`config.mk`:
```
export PLATFORM = sky130hd
export DESIGN_NAME = hazard_ctrl
export DESIGN_NICKNAME = d
export VERILOG_FILES = /design/src/rtl/hazard_ctrl.sv
export SDC_FILE = /design/constraint.sdc
export NUM_CORES = 1
export LEC_CHECK = 0
export ABC_CLOCK_PERIOD_IN_PS = 5700
export CORE_MARGIN = 2
export CORE_UTILIZATION = 40
export CTS_BUF_LIST = sky130_fd_sc_hd__clkbuf_4 sky130_fd_sc_hd__clkbuf_8
export CTS_CLUSTER_DIAMETER = 80
export DETAILED_ROUTE_END_ITERATION = 16
export PLACE_DENSITY = 0.73
export SLEW_MARGIN = 20
export SYNTH_ARGS = -nofsm -noshare
export SYNTH_HDL_FRONTEND = slang
export SYNTH_SLANG_ARGS = --single-unit
```
`constraint.sdc`:
```
create_clock -name clk -period 5.7 [get_ports clk]
set_clock_uncertainty 0.15 [all_clocks]
set_input_delay 0.57 -clock clk [delete_from_list [all_inputs] [get_ports clk]]
set_output_delay 0.57 -clock clk [all_outputs]
set_load 0.005 [all_outputs]
```
`src/rtl/hazard_ctrl.sv`:
```
// hazard_ctrl: pipeline hazard controller for the decode/exec/writeback core.
// Drives the stall/flush controls that keep the operand bypass network correct:
//   - one-cycle bubble on a load-use dependency forwarding cannot cover
//   - pipeline freeze while data memory is busy, abandoned after MEM_TIMEOUT
//   - multi-cycle decode flush on a taken branch/jump redirect from exec
// Ports:
//   clk, rstN                    clock, asynchronous active-low reset
//   ra1, ra2, useRs1, useRs2     decode source operands and their use flags
//   decValid                     decode holds a valid instruction
//   execIsLoad, execRd, execValid exec instruction info
//   memReq, memReady             data-memory handshake from exec
//   redirect                     exec resolved a taken branch/jump
//   stallF, stallD, stallE       hold fetch/decode/exec registers
//   bubbleE, flushD              load NOP into exec/decode on next edge
//   memTimeout                   sticky: a memory wait was abandoned
//   busy                         controller is not in RUN
module hazard_ctrl #(
    parameter int unsigned MEM_TIMEOUT  = 16,
    parameter int unsigned FLUSH_CYCLES = 2
) (
    input  logic       clk,
    input  logic       rstN,
    input  logic [4:0] ra1,
    input  logic [4:0] ra2,
    input  logic       useRs1,
    input  logic       useRs2,
    input  logic       decValid,
    input  logic       execIsLoad,
    input  logic [4:0] execRd,
    input  logic       execValid,
    input  logic       memReq,
    input  logic       memReady,
    input  logic       redirect,
    output logic       stallF,
    output logic       stallD,
    output logic       stallE,
    output logic       bubbleE,
    output logic       flushD,
    output logic       memTimeout,
    output logic       busy
);

    typedef enum logic [1:0] {
        RUN      = 2'd0,
        MEM_WAIT = 2'd1,
        FLUSH    = 2'd2
    } state_t;

    localparam logic [7:0] WAIT_LAST    = 8'(MEM_TIMEOUT - 1);
    localparam logic [2:0] FLUSH_RELOAD = 3'(FLUSH_CYCLES - 1);

    state_t     state, state_nxt;
    logic [7:0] wait_cnt, wait_cnt_nxt;
    logic [2:0] flush_cnt, flush_cnt_nxt;
    logic       mem_timeout_q;
    logic       timeout_set;
    logic       run_eval;
    logic       load_use;
    logic       mem_block;
    logic       s_f, s_d, s_e, b_e, f_d;

    // x0 is hardwired zero, so it never creates a dependency.
    assign load_use = decValid & execValid & execIsLoad & (execRd != '0) &
                      ((useRs1 & (ra1 == execRd)) | (useRs2 & (ra2 == execRd)));

    assign mem_block = execValid & memReq & ~memReady;

    always_comb begin
        state_nxt     = state;
        wait_cnt_nxt  = wait_cnt;
        flush_cnt_nxt = flush_cnt;
        timeout_set   = 1'b0;
        run_eval      = 1'b0;
        s_f           = 1'b0;
        s_d           = 1'b0;
        s_e           = 1'b0;
        b_e           = 1'b0;
        f_d           = 1'b0;

        case (state)
            RUN: run_eval = 1'b1;

            MEM_WAIT: begin
                if (memReady) begin
                    // Released this cycle: the held exec instruction is
                    // evaluated exactly as in RUN.
                    run_eval = 1'b1;
                end else if (wait_cnt == WAIT_LAST) begin
                    // Abandon the wait; any interrupted flush is dropped too.
                    timeout_set   = 1'b1;
                    state_nxt     = RUN;
                    wait_cnt_nxt  = '0;
                    flush_cnt_nxt = '0;
                end else begin
                    s_f          = 1'b1;
                    s_d          = 1'b1;
                    s_e          = 1'b1;
                    wait_cnt_nxt = wait_cnt + 8'd1;
                end
            end

            FLUSH: begin
                if (mem_block) begin
                    // Freeze with flush_cnt preserved so the flush resumes.
                    s_f          = 1'b1;
                    s_d          = 1'b1;
                    s_e          = 1'b1;
                    state_nxt    = MEM_WAIT;
                    wait_cnt_nxt = 8'd1;
                end else if (redirect) begin
                    f_d           = 1'b1;
                    b_e           = 1'b1;
                    flush_cnt_nxt = FLUSH_RELOAD;
                end else begin
                    f_d = 1'b1;
                    if (flush_cnt <= 3'd1) begin
                        state_nxt     = RUN;
                        flush_cnt_nxt = '0;
                    end else begin
                        flush_cnt_nxt = flush_cnt - 3'd1;
                    end
                end
            end

            default: state_nxt = RUN;
        endcase

        // Shared RUN evaluation, also used on release from MEM_WAIT, which
        // returns to an interrupted flush unless a new redirect supersedes it.
        if (run_eval) begin
            wait_cnt_nxt = '0;
            state_nxt    = (state == MEM_WAIT && flush_cnt != '0) ? FLUSH : RUN;
            if (mem_block) begin
                s_f          = 1'b1;
                s_d          = 1'b1;
                s_e          = 1'b1;
                state_nxt    = MEM_WAIT;
                wait_cnt_nxt = 8'd1;
            end else if (redirect) begin
                f_d = 1'b1;
                b_e = 1'b1;
                if (FLUSH_CYCLES > 1) begin
                    state_nxt     = FLUSH;
                    flush_cnt_nxt = FLUSH_RELOAD;
                end else begin
                    state_nxt     = RUN;
                    flush_cnt_nxt = '0;
                end
            end else if (load_use) begin
                s_f = 1'b1;
                s_d = 1'b1;
                b_e = 1'b1;
            end
        end
    end

    always_ff @(posedge clk or negedge rstN) begin
        if (!rstN) begin
            state         <= RUN;
            wait_cnt      <= '0;
            flush_cnt     <= '0;
            mem_timeout_q <= 1'b0;
        end else begin
            state         <= state_nxt;
            wait_cnt      <= wait_cnt_nxt;
            flush_cnt     <= flush_cnt_nxt;
            mem_timeout_q <= mem_timeout_q | timeout_set;
        end
    end

    // Combinational controls are forced low while reset is asserted.
    assign stallF     = rstN & s_f;
    assign stallD     = rstN & s_d;
    assign stallE     = rstN & s_e;
    assign bubbleE    = rstN & b_e;
    assign flushD     = rstN & f_d;
    assign memTimeout = rstN & mem_timeout_q;
    assign busy       = rstN & (state != RUN);

endmodule
```
==> impl_metrics.env, run 1 <==
export IMPL_status="finished, final reports clean"
export IMPL_rsz0062_at_grt="no"
export IMPL_cts_tree="built"
export IMPL_netlist_area_mm2=0.00123
export IMPL_dp_hpwl_um=2510
export IMPL_critPathRequiredTime_ns=4.98
export IMPL_drv_cap=0
export IMPL_gr_total_overflow=0
export IMPL_synthTopCellsByCount="a21oi_1, dfrtp_1, inv_1"
export IMPL_synth_distinct_cells=46
export IMPL_avgViaCountPerCell=5.93
export IMPL_cts_clk_slew_worst_paths_ns=0.08
export IMPL_wl_per_cell_um=14.8
export IMPL_antennaDiodeCount=0
export IMPL_cts_buffers=3
export IMPL_drtIter0Drc=44
export IMPL_row_count=20
export IMPL_cp_slowest_cell="clkdlybuf4s50_1"
export IMPL_routed_wl_um=3120
export IMPL_cp_startpoint="memReady"
export IMPL_areaGrowthSynthToFinish_pct=29.0
export IMPL_synth_cells=147
export IMPL_rr_worst_depth=6
export IMPL_setup_worst_path_end="stallF"
export IMPL_ios=32
export IMPL_drive_above_1_share_pct=3.95
export IMPL_io_buffers=31
export IMPL_grt_pass1_wl_um=5050
export IMPL_cts_hold_buf=0
export IMPL_gp_congestion=0.870
export IMPL_grt_pass1_vias=1148
export IMPL_die_w_um=59.5
export IMPL_synth_area_per_cell_um2=8.37
export IMPL_yosysTopAreaCellShare_pct=28.5
export IMPL_ys_seq_elements=14
export IMPL_cts_htree_levels=1
export IMPL_slew_violations=0
export IMPL_grt_max_degree=22
export IMPL_grtUsageTotal_pct=18.2
export IMPL_finalCritPeriodShare_pct=58.7
export IMPL_worstPathMaxFanout=11
export IMPL_path_cells="clkdlybuf4s50_1 > nand2b_1 > a311oi_1 > nor2_1 > o22ai_1 > clkdlybuf4s50_1"
export IMPL_die_y_um=59.5
export IMPL_relSlewSlack_pct=62.6
export IMPL_ir_drop_mv=0.158
export IMPL_p_leak_nw=0.632
export IMPL_synth_area_leaders="dfrtp_1, ha_1, a21oi_1"
export IMPL_dr_pass1_iters=4
export IMPL_cp_arrival_ns=2.63
export IMPL_nets=209
export IMPL_synth_warnings=0
export IMPL_final_antenna_net_count=0
export IMPL_drc=0
export IMPL_post_cts_buffers=0
export IMPL_setup_viol=0
export IMPL_clockRootBuffer="clkbuf_4"
export IMPL_hold_viol=0
export IMPL_ctsResizeCount=0
export IMPL_cts_buffer_depth=2
export IMPL_num_vias=1245
export IMPL_synth_edff_count=0
export IMPL_criticalPathCategory="primary input to primary output"
export IMPL_synth_nets=178
export IMPL_end_kind="primary output"
export IMPL_antenna_found_initial=0
export IMPL_start_kind="primary input"
export IMPL_synthArstFlopShare_pct=100
export IMPL_start_util_pct=41.3
export IMPL_synth_area_leader_cell="dfrtp_1"
export IMPL_path_common_cell="clkdlybuf4s50_1"
export IMPL_whs_ns=0.332
export IMPL_cts_sink_count=14
export IMPL_core_area_mm2=0.00298
export IMPL_hold_path_class="flop to flop"
export IMPL_clkLatencyLatePin_ns=0.27
export IMPL_slowest_delay_ns=0.59
export IMPL_die_area_mm2=0.00353
export IMPL_r2r_end="wait_cnt[5]$_DFFE_PN0P_"
export IMPL_synth_seq_area_share_pct=28.5
export IMPL_max_freq_mhz=299
export IMPL_fin_setup_tns_ns=0
export IMPL_worst_pin_slew_ns=0.557
export IMPL_r2r_slack_ns=3.52
export IMPL_synth_main_ff_cell="dfrtp_1"
export IMPL_power_density_mw_per_mm2=242
export IMPL_rr_startpoint="state[1]$_DFFE_PN0P_"
export IMPL_fin_crit_ns=3.35
## per-stage QoR
step	util [%]	power (mW)	area [um2]	std cells	worst slack [ns]
global placement	52.1	0.307	1550	206	2.45
finish	53.3	0.385	1590	210	2.35
global route	53.3	0.418	1590	210	2.17
CTS	53.3	0.386	1590	210	2.37
floorplan	-	0.248	1230	147	3.35
detailed placement	52.1	0.316	1550	206	2.38
## critical path, delay by kind of cell
kind	cells	cell delay, ns
and+or+nand+nor	2	0.38
AOI/OAI and AO/OA	2	0.56
buffers and inverters	2	1.12
## final cells by class
type | instances | area [um2]
well taps | 33 | 41.3
inverters | 14 | 52.6
clock buffers | 4 | 36.3
repair buffers | 32 | 318
flip-flops and latches | 14 | 350
fillers | 276 | 1390
multi-input cells | 113 | 788
## cell families (layout without fill, tap and decap cells)
logic type                 count (synthesis)  after routing  share of synthesized area (%)
DFF                                       14             14                           28.5
buffers and inverters                     20             50                           7.43
AOI/OAI and AO/OA                         47             47                           26.0
and+or+nand+nor                           49             49                           24.0
xor gates and xnor gates                  10             10                           7.12
muxes                                      1              1                          0.814
adders and majority gates                  6              6                           6.10
## layout by cell type, fill, tap and decap left out, types with 3 or more instances in the layout
cell type / Yosys / layout
a21oi_1: 14 / 14
and2_1: 3 / 3
clkbuf_4: 0 / 3
clkdlybuf4s50_1: 0 / 31
dfrtp_1: 14 / 14
ha_1: 6 / 6
inv_1: 14 / 14
nand2_1: 10 / 10
nand3_1: 3 / 3
nor2_1: 9 / 9
nor2b_1: 3 / 3
o21ai_0: 5 / 5
o22ai_1: 3 / 3
o31ai_1: 5 / 5
or4_1: 4 / 4
xor2_1: 8 / 8
## registers in the layout, summed over array words and instances (netlist names)
| name | count |
|---|---|
| flush_cnt | 3 |
| state | 2 |
| wait_cnt | 8 |
| mem_timeout_q | 1 |
## worst min path at each step
stage,cells past startpoint,endpoint,from
after floorplan,0,flush_cnt[0]$_DFF_PN0_,rstN
after global placement,1,mem_timeout_q$_DFF_PN0_,mem_timeout_q$_DFF_PN0_
after detailed placement,1,mem_timeout_q$_DFF_PN0_,mem_timeout_q$_DFF_PN0_
after CTS,1,mem_timeout_q$_DFF_PN0_,mem_timeout_q$_DFF_PN0_
after global routing,1,mem_timeout_q$_DFF_PN0_,mem_timeout_q$_DFF_PN0_
final,1,mem_timeout_q$_DFF_PN0_,mem_timeout_q$_DFF_PN0_
## metal layers
metal | part of all wire [%] | global-route usage (%) | vias to the layer above
met5 | 0 | 0 | -
met4 | 0.99 | 5.19 | 0
met3 | 7.5 | 2.84 | 4
met2 | 50 | 33.0 | 45
met1 | 42 | 22.1 | 592
li1 | - | - | 604
## where the power goes
| group | total (mW) | switching, mW | internal (mW) |
|---|---|---|---|
| clock | 0.0698 | 0.0309 | 0.0388 |
| sequential | 0.124 | 0.0112 | 0.113 |
| combinational | 0.191 | 0.108 | 0.0829 |
No activity file was read; power rests on OpenSTA's default activity.
==> run 2: changes to the inputs <==
ABC_CLOCK_PERIOD_IN_PS = 3200   (was 5700)
clock period = 3.2 ns   (was 5.7 ns; I/O delays follow)
==> impl_metrics.env, run 2 (synthesis results as in run 1) <==
export IMPL_areaGrowthSynthToFinish_pct=27.9
export IMPL_criticalPathCategory="flop to primary output"
export IMPL_dr_pass1_iters=4
export IMPL_antenna_found_initial=0
export IMPL_clockRootBuffer="clkbuf_4"
export IMPL_avgViaCountPerCell=5.98
export IMPL_post_cts_buffers=0
export IMPL_met2WireLength_um=1600
export IMPL_cp_arrival_ns=2.45
export IMPL_critPathRequiredTime_ns=2.73
export IMPL_cts_hold_buf=0
export IMPL_ir_drop_mv=0.254
export IMPL_die_area_mm2=0.00353
export IMPL_gr_total_overflow=0
export IMPL_rsz0062_at_grt="no"
export IMPL_routed_top_layer="met4"
export IMPL_routed_wl_um=3210
export IMPL_power_density_mw_per_mm2=422
export IMPL_cts_htree_levels=1
export IMPL_fin_setup_tns_ns=0
export IMPL_wl_met1_um=1290
export IMPL_cts_tree="built"
export IMPL_cts_sink_count=14
export IMPL_dp_hpwl_um=2450
export IMPL_p_clk_share_pct=15.7
export IMPL_status="finished, final reports clean"
export IMPL_p_leak_nw=0.624
export IMPL_hold_path_class="primary input to async pin"
export IMPL_ctsResizeCount=0
export IMPL_die_w_um=59.5
export IMPL_start_util_pct=41.3
export IMPL_setup_slack_ns=0.276
export IMPL_grt_pass1_wl_um=5210
export IMPL_dp_slack_ns=0.386
export IMPL_final_antenna_net_count=0
export IMPL_clkLatencyLatePin_ns=0.28
export IMPL_antennaDiodeCount=0
export IMPL_slew_violations=0
export IMPL_cts_buffer_depth=2
export IMPL_drtIter0Drc=58
export IMPL_comb_power_share_pct=51.0
export IMPL_gp_congestion=0.958
export IMPL_finalCritPeriodShare_pct=91.4
export IMPL_regMostFlops="wait_cnt"
export IMPL_final_common_cell="clkdlybuf4s50_1"
export IMPL_grt_max_degree=21
export IMPL_core_area_mm2=0.00298
export IMPL_seq_power_share_pct=33.3
export IMPL_drv_cap=0
export IMPL_met3_length_um=284
export IMPL_top_regs="wait_cnt (8), flush_cnt (3), state (2)"
export IMPL_die_y_um=59.5
export IMPL_io_buffers=31
export IMPL_worstPathMaxFanout=10
export IMPL_largest_reg_flops=8
export IMPL_setup_viol=0
export IMPL_start_kind="flop"
export IMPL_p_sw_share_pct=40.9
export IMPL_nFillCells=266
export IMPL_cts_buffers=3
export IMPL_hold_viol=0
export IMPL_fin_crit_ns=2.92
export IMPL_worst_pin_slew_ns=0.557
export IMPL_grtUsageTotal_pct=18.9
export IMPL_grt_pass1_vias=1212
export IMPL_num_vias=1249
export IMPL_nets=209
export IMPL_wl_per_cell_um=15.4
export IMPL_end_kind="primary output"
export IMPL_ios=32
export IMPL_final_cell_mix="clkdlybuf4s50_1, inv_1, a21oi_1, dfrtp_1, nand2_1"
export IMPL_power_switching_mw=0.272
export IMPL_cts_clk_slew_worst_paths_ns=0.09
export IMPL_cell_internal_pwr_mw=0.392
export IMPL_drive_above_1_share_pct=3.41
export IMPL_row_count=20
export IMPL_relSlewSlack_pct=62.6
export IMPL_max_freq_mhz=342
export IMPL_whs_ns=0.244
export IMPL_drc=0
run 2: cell count changes in the layout (fill, tap and decap cells not counted), sizes merged:
cell / previous run / this run
clkbuf: 4 / 3
run 2: metal layers:
| layer | up-vias | global-route usage, % |
|---|---|---|
| met1 | 585 | 21.7 |
| met3 | 6 | 3.71 |
| met2 | 52 | 33.8 |
| li1 | 606 | - |
| met5 | - | 0 |
| met4 | 0 | 7.79 |
run 2: area by class of cell:
class                   count  area [um2]  share of cell area [%]
well taps                  33        41.3                    2.63
clock buffers               3        22.5                    1.43
repair buffers             32         318                    20.2
multi-input cells         113         788                    50.1
inverters                  14        52.6                    3.34
flip-flops and latches     14         350                    22.3
run 2: critical path: stages (launching register included):
cell	delay, ns
dfrtp_1	0.39
inv_1	0.11
ha_1	0.37
a21boi_0	0.31
o221ai_1	0.22
inv_1	0.14
o21a_1	0.13
clkdlybuf4s50_1	0.49
run 2: worst paths after layout:
check                                             start                 endpoint  slack [ns]  depth (start not counted)
worst max-delay path               state[0]$_DFFE_PN0P_                   flushD        0.28                          7
worst min-delay path                               rstN  wait_cnt[3]$_DFFE_PN0P_        0.24                          2
worst max register to register     state[1]$_DFFE_PN0P_  wait_cnt[7]$_DFFE_PN0P_        0.99                          6
worst min register to register  mem_timeout_q$_DFF_PN0_  mem_timeout_q$_DFF_PN0_        0.33                          1
max in group asynchronous                          rstN     state[1]$_DFFE_PN0P_        2.46                          2
min in group clk                mem_timeout_q$_DFF_PN0_  mem_timeout_q$_DFF_PN0_        0.33                          1
run 2: power groups by stage:
stage	Sequential [mW]	Clock (mW)	Combinational, mW
after global routing	0.225	0.118	0.374
after floorplan	0.219	0	0.222
after CTS	0.220	0.107	0.336
final	0.221	0.104	0.338
after global placement	0.223	0	0.325
after detailed placement	0.224	0	0.334
run 2: stage by stage:
| step | area (um2) | util [%] | total power, mW | std cells |
|---|---|---|---|---|
| finish | 1570 | 52.8 | 0.664 | 209 |
| global route | 1570 | 52.8 | 0.717 | 209 |
| CTS | 1570 | 52.8 | 0.663 | 209 |
| detailed placement | 1550 | 52.1 | 0.558 | 206 |
| global placement | 1550 | 52.1 | 0.548 | 206 |
| floorplan | 1230 | - | 0.441 | 147 |
==> run 3: changes to the inputs <==
SLEW_MARGIN = default   (was 20)
==> results of run 3 <==
Final layout, timing and power as in run 2 (identical DEF).
